### src/rtl/inst_fetch_bus_pkg.sv
// rtl/inst_fetch_bus_pkg.sv - shared state encodings and constants for the fetch bus adapter
package inst_fetch_bus_pkg;

  typedef enum logic [1:0] {
    ST_IDLE  = 2'd0,
    ST_BUSY  = 2'd1,
    ST_HOLD  = 2'd2,
    ST_DRAIN = 2'd3
  } fetch_state_e;

  localparam logic [31:0] NopInst    = 32'h0000_0000;
  localparam logic        ChipEnable = 1'b1;
  localparam logic        Stop       = 1'b1;
  localparam int          StallIfId  = 1;

  function automatic logic word_aligned(input logic [31:0] addr);
    return addr[1:0] == 2'b00;
  endfunction

endpackage

### src/rtl/inst_fetch_bus.sv
// rtl/inst_fetch_bus.sv - PC to req/ack instruction-bus adapter with IF/ID hold buffer
// One outstanding read at a time; flush abandons the data but still waits out the ack.
module inst_fetch_bus
  import inst_fetch_bus_pkg::*;
#(
  parameter logic [31:0] NOP_INST = NopInst
) (
  input  logic        clk,
  input  logic        rst,
  input  logic [31:0] pc_i,
  input  logic        ce_i,
  input  logic [5:0]  stall,
  input  logic        flush,
  output logic        stallreq,
  output logic [31:0] inst_o,
  output logic        exc_adel_o,
  output logic        bus_req_o,
  output logic [31:0] bus_addr_o,
  input  logic        bus_ack_i,
  input  logic [31:0] bus_data_i
);

  fetch_state_e state_q, state_d;
  logic         req_q, req_d;
  logic [31:0]  addr_q, addr_d;
  logic [31:0]  inst_buf_q, inst_buf_d;

  logic ifid_stall;
  logic unused_stall_bits;

  assign ifid_stall        = stall[StallIfId];
  assign unused_stall_bits = ^{stall[5:2], stall[0]};

  always_ff @(posedge clk) begin
    if (rst) begin
      state_q    <= ST_IDLE;
      req_q      <= 1'b0;
      addr_q     <= 32'h0;
      inst_buf_q <= 32'h0;
    end else begin
      state_q    <= state_d;
      req_q      <= req_d;
      addr_q     <= addr_d;
      inst_buf_q <= inst_buf_d;
    end
  end

  always_comb begin
    state_d    = state_q;
    req_d      = req_q;
    addr_d     = addr_q;
    inst_buf_d = inst_buf_q;
    stallreq   = 1'b0;
    inst_o     = NOP_INST;
    exc_adel_o = 1'b0;

    case (state_q)
      ST_IDLE: begin
        exc_adel_o = (ce_i == ChipEnable) && !word_aligned(pc_i);
        if ((ce_i == ChipEnable) && !flush && word_aligned(pc_i)) begin
          stallreq = 1'b1;
          state_d  = ST_BUSY;
          req_d    = 1'b1;
          addr_d   = pc_i;
        end
      end

      ST_BUSY: begin
        if (bus_ack_i) begin
          // The ack cycle releases the PC and IF/ID, even when flushing.
          req_d   = 1'b0;
          state_d = ST_IDLE;
          if (!flush) begin
            inst_o     = bus_data_i;
            inst_buf_d = bus_data_i;
            if (ifid_stall == Stop) begin
              state_d = ST_HOLD;
            end
          end
        end else begin
          stallreq = 1'b1;
          if (flush) begin
            state_d = ST_DRAIN;
          end
        end
      end

      ST_HOLD: begin
        inst_o = inst_buf_q;
        if (flush || (ifid_stall != Stop)) begin
          state_d = ST_IDLE;
        end
      end

      ST_DRAIN: begin
        stallreq = 1'b1;
        if (bus_ack_i) begin
          req_d   = 1'b0;
          state_d = ST_IDLE;
        end
      end

      default: begin
        state_d = ST_IDLE;
        req_d   = 1'b0;
      end
    endcase
  end

  assign bus_req_o  = req_q;
  assign bus_addr_o = addr_q;

endmodule

### config.mk
export PLATFORM = sky130hd
export DESIGN_NAME = inst_fetch_bus
export DESIGN_NICKNAME = d
export VERILOG_FILES = /design/src/rtl/inst_fetch_bus_pkg.sv /design/src/rtl/inst_fetch_bus.sv
export SDC_FILE = /design/constraint.sdc
export NUM_CORES = 1
export LEC_CHECK = 0
export BUFFER_PORTS_ARGS = -buffer_cell sky130_fd_sc_hd__buf_2
export CORE_MARGIN = 3
export CORE_UTILIZATION = 46
export CTS_BUF_LIST = sky130_fd_sc_hd__clkbuf_4 sky130_fd_sc_hd__clkbuf_8
export DETAILED_ROUTE_END_ITERATION = 8
export PLACE_DENSITY = 0.85
export SYNTH_ARGS = -nofsm -noshare
export SYNTH_HDL_FRONTEND = slang
export SYNTH_SLANG_ARGS = --single-unit
### constraint.sdc
create_clock -name clk -period 2.55 [get_ports clk]
set_clock_uncertainty 0.15 [all_clocks]
set_input_delay 0.51 -clock clk [delete_from_list [all_inputs] [get_ports clk]]
set_output_delay 0.51 -clock clk [all_outputs]
set_load 0.03 [all_outputs]
Word level (Yosys, flattened, before mapping)
Cells that the tools add are included.
- bitwise gates (word level): 2
- multipliers: 0
- shift-type cells: 0
- order comparisons: 0
- divide/modulo/power cells: 0
- add/sub/neg operators: 0
- reduce and logical (&&, ||, !) cells: 14
- mux-type cells: 18
- equal/unequal tests: 8
- operators with widths (operator ; count):
    $mux W32 ; 2
    $pmux W32 S2 ; 1
    $mux W2 ; 7
    $pmux W2 S4 ; 1
    $ne A2 B2 Y1 const B ; 3
    $reduce_and A3 Y1 ; 2
    $mux W1 ; 5
    $eq A2 B2 Y1 const B ; 2
    $logic_not A2 Y1 ; 2
    $reduce_and A4 Y1 ; 1
    $logic_and A1 B1 Y1 ; 3
    $ne A3 B3 Y1 const B ; 1
    $pmux W1 S3 ; 1
    $eq A2 B1 Y1 const B ; 1
    $logic_not A1 Y1 ; 2
    $ne A2 B1 Y1 const B ; 1
    $not A1 Y1 ; 2
    $pmux W1 S2 ; 1
    $reduce_and A2 Y1 ; 1
    $reduce_bool A2 Y1 ; 1
    $reduce_or A2 Y1 ; 1
    $logic_or A1 B1 Y1 ; 1
- bits in registers: 67
- memory bits (writable): 0
- input port bits: 75
- ROM bits: 0
- memories: 0
- bits in latches: 0

Depth between registers and ports, before layout
Gate-level depths: netlist (run 1).
- depth after elaboration: 5
- depth in mapped cells: 8
- gate-level depth less buffers: 6

Worst setup path before layout (run 1)
No wires, ideal clock.
- kind: register to output
- start point: register state_q[0]
- end point: output port stallreq
- data required time: 1890 ps
- path slack: -105 ps
- data arrival time: 1995 ps
- cell stages (with the launch flop): 8
- path through: dfxtp_1 -> inv_1 -> ha_1 -> nand2_1 -> or4_1 -> clkbuf_1 -> buf_2 -> a21oi_1
- word-level cells in the longest chain between the ends: 2
- elaborated cells on any way between the ends: 4
- classes of those cells: eq/ne: 2; mux: 1; reduce/logical: 1
- RTL lines (item ; line ; RTL):
    start, declared ; inst_fetch_bus.sv:23 ; fetch_state_e state_q, state_d;
    start signal, assigned ; inst_fetch_bus.sv:41 ; state_q <= state_d;
    $eq A2 B2 Y1 (tied with other cells) ; inst_fetch_bus.sv:57 ; case (state_q)
    $pmux W1 S3 * ; inst_fetch_bus.sv:57 ;
    end, declared ; inst_fetch_bus.sv:14 ; output logic stallreq,
Mark *: on every way between the ends. The rest lies on a longest branch, timed or not.

Final worst setup path (run 1)
- start point: register state_q[0]
- end point: output port inst_o[0]
- word-level cells in the longest chain between the ends: 2
- elaborated cells on any way between the ends: 3
- classes of those cells: eq/ne: 2; mux: 1
- RTL lines (item ; line ; RTL):
    $eq A2 B2 Y1 / $eq A2 B1 Y1 (equally long branches) ; inst_fetch_bus.sv:57 ;
    $pmux W32 S2 * ; inst_fetch_bus.sv:57 ;
    end, declared ; inst_fetch_bus.sv:15 ; output logic [31:0] inst_o,
Marks and branches as above.

==> metrics.md, run 1 <==
| Metric | Value |
|---|---|
| Status | `completed` |
| PortBufs | `136` |
| Setup crit start kind | `flop` |
| Seq pwr share | `between 40 and 50%` |
| Die footprint | `slightly above 7000 sq um` |
| VDD IR max | `0.6191 mV` |
| Max Fanout on Critical Path | `10` |
| Seq/Total Area, Yosys | `between 40 and 50%` |
| Clk pwr share | `37.1%` |
| Num rows | `28` |
| Vias post-DR | `between 3,000 and 4,000` |
| Total Wirelength | `7774 um` |
| H-tree depth | `3` |
| Mapped Nets | `approximately 470` |
| Pre-antenna DRT Iters | `4` |
| Dpl hpwl | `around 5300 um` |
| Placed cell count | `between 500 and 600` |
| CP Data Required Time | `1.89 ns` |
| Area Growth Syn to Fin | `37.24%` |
| Num CTS Buffers | `9` |
| Vias in the first global route | `approximately 2,800` |
| Synth area leaders | `dfxtp_1 (46%), nand2_1 (20%), a21oi_1 (11%)` |
| Sw frac | `roughly 28%` |
| Core area | `between 5000 and 6000 sq um` |
| Biggest area consumer among synthesized cells | `dfxtp_1` |
| Arrival time at the worst endpoint | `between 1.5 and 2 ns` |
| CTS sink cnt | `67` |
| Via density | `slightly above 5` |
| Number of max-cap violations | `0` |
| TNS Setup | `0 ns` |
| Detailed-route wire length per cell | `~13 um` |
| HP Class | `input pin to flop` |
| Final hold violation count | `0` |
| Largest net degree at the start of global routing | `34` |
| Dpl ws | `roughly 0.12 ns` |
| Final setup margin | `around 0.10 ns` |
| Int Pwr | `around 1.9 mW` |
| Final min period | `approximately 2.4 ns` |
| Root buffer cell | `clkbuf_8` |
| Die height | `85.30 um` |
| Drt drc | `0` |
| Yosys warns | `0` |
| I/O pin total | `142` |
| Design area | `slightly below 4000 sq um` |
| Final clock period utilization by the worst path | `96.06%` |
| Initial core utilization | `between 40 and 50%` |
| Final setup vio count | `0` |
| Synth Instances | `just under 400` |
| CTS Hold Bufs | `0` |
| CTS clk-pin slew, worst paths | `about 0.080 ns` |
| Initial DRC Count | `between 70 and 80` |
| Crit. End Element | `primary output` |
| CTS max path bufs | `2` |
| CTS tree | `built` |
| Final Non-Filler Cells | `slightly below 600` |
| Critical path type | `flop to primary output` |
| Register bit total from synthesis | `67` |
| Initial antenna violation count | `0` |
| Most frequent cell after synthesis | `nand2_1` |
| Die Span X | `85.30 um` |
| Dominant synthesized flop cell | `dfxtp_1` |
| Post-CTS setup buffer count | `0` |
| Global Route Usage Sum | `between 20% and 30%` |
| Slew Limit Headroom | `a little under three fifths` |
| Nets | `596` |
| Gr ovfl total | `0` |
| DRT antenna net count | `0` |
| Synth async-reset ratio | `0%` |
| Post-synth EDFFs | `0` |
| Commonest cells in the netlist | `nand2_1 (157), dfxtp_1 (67), a21oi_1 (64), a21boi_0 (31), clkbuf_1 (23)` |
| Fin util | `between 60% and 70%` |
| Fmax | `roughly 0.41 GHz` |
| Leakage | `roughly 1.7 nW` |
| Pwr Density | `between 600 and 700 nW/um^2` |
| Area of the mapped netlist | `2893 sq um` |
| Placer Congestion | `~0.85` |
| Worst-Skew Late Latency | `0.33 ns` |
| Worst-margin pin slew | `between 0.6 and 0.7 ns` |
| Total Power | `roughly 2.6 mW` |
| Setup repair after global routing missed its margin | `no` |
| Layout cells sized above 1 | `34.04%` |
| First-pass GRT wire length | `12,560 um` |
| Placed inst area | `between 3000 and 4000 sq um` |
| Final Max Slew Viols | `0` |
| ANT cells | `0` |
| Share of the synthesized area in the top cell type | `about 46%` |
| Syn_area_per_cell | `7.494 sq um` |
| Distinct cells, synth | `25` |
| Worst hold slack | `around 0.26 ns` |
| Switching Power | `723.9 uW` |
| Logic pwr share | `about 20%` |
-- metal layers --
layer | vias to the layer above | part of all wire [%] | track usage (%)
met5 | - | 0 | 0
met2 | 95 | 50 | 36.51
li1 | 1519 | - | -
met3 | 7 | 7.0 | 6.019
met4 | 0 | 0.89 | 6.043
met1 | 1389 | 42 | 25.20
-- worst max-delay path, stage by stage (launching register included) --
cell      delay [ns]
dfxtp_2         0.36
inv_2           0.08
buf_4           0.14
ha_1            0.22
buf_4           0.20
nand2_1         0.06
a21boi_1        0.19
buf_4           0.20
-- power by group through the flow --
stage                     Sequential, mW  Combinational [mW]  Clock, mW
after floorplan                     1.17               0.283          0
after global placement              1.14               0.468          0
after detailed placement            1.14               0.480          0
after CTS                           1.12               0.495      0.975
after global routing                1.12               0.554       1.02
final                               1.12               0.511      0.960
-- registers in the layout (all words and copies together), names as in the netlist --
name and count:
inst_buf_q 32, bus_req_o 1, bus_addr_o 32, state_q 2
-- cells by family (layout without fill, tap and decap cells) --
logic type               count (synthesis)  in the layout  share of synthesized area [%]
AND/OR/NAND/NOR                        178            178                          25.00
AO/OA/AOI/OAI                          101            101                          21.19
flip-flops                              67             67                          46.37
buffers and inverters                   33            167                          4.498
adder cells (fa/ha/maj)                  6              6                          2.595
multiplexers                             1              1                         0.3460
-- what timing repair did --
action / 4_1_cts / 5_1_grt
endpoints found under the setup margin: 9 / 33
resized for setup: 13 / 13
gates cloned: 0 / 1
-- cell usage in the layout, fill, tap and decap left out, drive strengths merged --
| cell | instances |
|---|---|
| nand2 | 157 |
| buf | 146 |
| dfxtp | 67 |
| a21oi | 64 |
| a21boi | 31 |
| clkbuf | 10 |
| nor2 | 7 |
| ha | 6 |
| clkinv | 5 |
| nor2b | 4 |
| nor3b | 4 |
| inv | 4 |
| bufinv | 2 |
| nor4 | 2 |
| a32oi | 1 |
| and2 | 1 |
| or4 | 1 |
| or4b | 1 |
| nand2b | 1 |
| a211o | 1 |
| a211oi | 1 |
| o21ai | 1 |
| a32o | 1 |
| a221oi | 1 |
| mux2i | 1 |
-- final cells by class --
type	count	area, sq um
clock inverter	7	92.59
clock buffer	9	123.9
tap	75	93.84
multi-input combinational	286	1458
inverter	4	15.01
timing repair buffer	147	843.3
sequential	67	1344
fill	515	2021
-- path summary, 6_finish.rpt --
check                        startpoint                    endpoint  slack (ns)  depth (start not counted)
max reg2reg     state_q[0]$_SDFFE_PP0P_     state_q[1]$_SDFFE_PP0P_        0.59                          7
max             state_q[0]$_SDFFE_PP0P_                   inst_o[0]        0.10                          7
min reg2reg  bus_addr_o[6]$_SDFFE_PP0P_  bus_addr_o[6]$_SDFFE_PP0P_        0.30                          2
min                             pc_i[8]  bus_addr_o[8]$_SDFFE_PP0P_        0.26                          3
(Power assumes the default switching activity.)
==> inputs of run 2 (changes only) <==
- RECOVER_POWER: default -> 100
==> run 2 against run 1 <==
  * Utilization decreased by 1.4 points
  * Sequential share of layout area increased by 0.71 points
  * Maximum frequency decreased by 0.83%
  * Setup slack got worse by 0.020 ns
  * Hold slack got worse by 0.0015 ns
  * Sequential cell count unchanged
  * First-iteration DRC count decreased by 16%
  * Sequential power about the same
  * Cell count unchanged
  * Critical path type unchanged
  * Critical endpoint is now inst_o[18]
==> metrics.md, run 2 (synthesis gave the netlist of run 1 again) <==
| Metric | Value |
|---|---|
| Die footprint | `7276 sq um (unchanged)` |
| CP Data Required Time | `1.89 ns (about the same)` |
| Num CTS Buffers | `9 (unchanged)` |
| TNS Setup | `0 ns (unchanged)` |
| PortBufs | `136 (unchanged)` |
| Initial antenna violation count | `0 (unchanged)` |
| Global Route Usage Sum | `21.02% (unchanged)` |
| ANT cells | `0 (unchanged)` |
| Routed wl met3 | `531 um (-3.1%)` |
| Pre-antenna DRT Iters | `4 (unchanged)` |
| DRT antenna net count | `0 (unchanged)` |
| CTS tree | `built` |
| Num rows | `28 (unchanged)` |
| Worst-Skew Late Latency | `0.33 ns (about the same)` |
| Logic pwr share | `19.2% (-0.5 points)` |
| Total Power | `2.570 mW (-0.80%)` |
| Top routing layer in use | `met4` |
| CTS max path bufs | `2 (unchanged)` |
| Total Wirelength | `7724 um (-0.64%)` |
| Fmax | `0.4049 GHz (-0.83%)` |
| Placed cell count | `579 (unchanged)` |
| Number of max-cap violations | `0 (unchanged)` |
| First-pass GRT wire length | `12,560 um (unchanged)` |
| Final Max Slew Viols | `0 (unchanged)` |
| Nets | `596 (unchanged)` |
| CTS Hold Bufs | `0 (unchanged)` |
| Arrival time at the worst endpoint | `1.81 ns (+0.02 ns)` |
| H-tree depth | `3 (unchanged)` |
| Fillers | `531 (+3.1%)` |
| Root buffer cell | `clkbuf_8` |
| Final min period | `2.470 ns (+0.02049 ns)` |
| Core area | `5991 sq um (unchanged)` |
| Die height | `85.30 um (unchanged)` |
| Crit. End Element | `primary output` |
| Worst-margin pin slew | `0.6450 ns (-0.0006189 ns)` |
| Metal2 WL | `3862 um (-0.10%)` |
| Setup repair after global routing missed its margin | `no` |
| Switching Power | `715.0 uW (-1.2%)` |
| CTS clk-pin slew, worst paths | `0.08 ns (about the same)` |
| Initial core utilization | `48.29% (unchanged)` |
| Status | `completed` |
| Gr ovfl total | `0 (unchanged)` |
| Pwr Density | `660.9 nW/um^2 (+1.3%)` |
| Initial DRC Count | `65 (-16%)` |
| Via density | `5.037 (-0.43%)` |
| Largest net degree at the start of global routing | `34 (unchanged)` |
| Commonest cells after routing, fill and taps aside | `nand2_1 (156), buf_2 (74), dfxtp_1 (65)` |
| Clk pwr share | `37.2% (about the same)` |
| Slew Limit Headroom | `57.00% (about the same)` |
| Commonest non-fill, non-tap cell in the layout | `nand2_1` |
| M1 WL | `3260 um (-0.91%)` |
| Detailed-route wire length per cell | `12.98 um (-0.64%)` |
| Layout cells sized above 1 | `27.12% (-6.9 points)` |
| Dpl hpwl | `5321 um (unchanged)` |
| Area Growth Syn to Fin | `34.43%` |
| CTS sink cnt | `67 (unchanged)` |
| Vias in the first global route | `2,844 (unchanged)` |
| Die Span X | `85.30 um (unchanged)` |
| HP Class | `input pin to flop` |
| Final hold violation count | `0 (unchanged)` |
| Vias post-DR | `2,997 (-0.43%)` |
| Seq pwr share | `43.6% (+0.4 points)` |
| Placer Congestion | `0.8462 (unchanged)` |
| Final clock period utilization by the worst path | `96.86% (+0.80 points)` |
| Post-CTS setup buffer count | `0 (unchanged)` |
| Drt drc | `0 (unchanged)` |
| Final setup vio count | `0 (unchanged)` |
| I/O pin total | `142 (unchanged)` |
| Setup crit start kind | `flop` |
| VDD IR max | `0.6178 mV (-0.22%)` |
| Final Non-Filler Cells | `595 (unchanged)` |
| Max Fanout on Critical Path | `16 (+6)` |
| Sw frac | `27.82% (-0.12 points)` |
| Leakage | `1.485 nW (-10%)` |
| Critical path type | `flop to primary output` |
| Int Pwr | `1.855 mW (-0.64%)` |
==> run 2: cell count changes in the layout (fill, tap and decap cells not counted) <==
cell,change
nor4_1,+1
buf_2,-52
clkbuf_2,+25
buf_4,-7
a221oi_2,-1
a221oi_1,+1
clkbuf_1,+34
nor4_4,-1
==> run 2: what timing repair did <==
| item | in CTS | in global routing |
|---|---|---|
| endpoints found under the hold margin | 0 | 0 |
| resized for setup | 13 | 13 |
| setup endpoints to repair | 9 | 33 |
| cloned | 0 | 1 |
==> run 2: path summary, 6_finish.rpt <==
| path | start | endpoint | slack, ns | depth (start not counted) |
|---|---|---|---|---|
| worst max-delay path | state_q[1]$_SDFFE_PP0P_ | inst_o[18] | 0.08 | 7 |
| worst min-delay path | pc_i[9] | bus_addr_o[9]$_SDFFE_PP0P_ | 0.26 | 3 |
| worst max register to register | state_q[0]$_SDFFE_PP0P_ | state_q[1]$_SDFFE_PP0P_ | 0.60 | 7 |
| worst min register to register | inst_buf_q[29]$_SDFFE_PP0P_ | inst_buf_q[29]$_SDFFE_PP0P_ | 0.30 | 2 |
==> run 2: final cells by class <==
type | instances | area, sq um | share of cell area [%]
Tap cell | 75 | 93.84 | 2.413
Sequential cell | 67 | 1344 | 34.56
Inverter | 4 | 15.01 | 0.3861
Clock buffer | 9 | 123.9 | 3.185
Multi-Input combinational cell | 286 | 1436 | 36.94
Clock inverter | 7 | 92.59 | 2.381
Timing Repair Buffer | 147 | 783.3 | 20.14
==> run 2: metal layers <==
metal  track usage (%)  up-vias
met5                 0        -
met4             6.043        0
met3             6.019        7
met2             36.51       99
met1             25.20     1372
li1                  -     1519
==> run 2: stage by stage <==
step                utilization (%)  cell area [sq um]  setup slack, ns  hold WS, ns
CTS                           65.58               3929         0.005382       0.2452
global route                  64.91               3889          0.01004       0.2477
global placement              61.30               3672           0.1575       0.2889
finish                        64.91               3889          0.08007       0.2591
floorplan                         -               2897          0.01016       0.2860
detailed placement            61.30               3672           0.1238       0.2950
==> run 2: critical path, stage by stage, from the launching register on <==
cell,delay (ns)
dfxtp_2,0.35
inv_2,0.10
ha_2,0.20
and2_4,0.17
clkbuf_16,0.17
nand2_1,0.08
a21boi_1,0.17
clkbuf_2,0.23
==> run 2: power by group through the flow <==
stage	Combinational (mW)	Clock, mW	Sequential, mW
global placement	0.468	0	1.14
CTS	0.495	0.975	1.12
global route	0.538	1.02	1.13
detailed placement	0.480	0	1.14
floorplan	0.283	0	1.17
finish	0.493	0.957	1.12
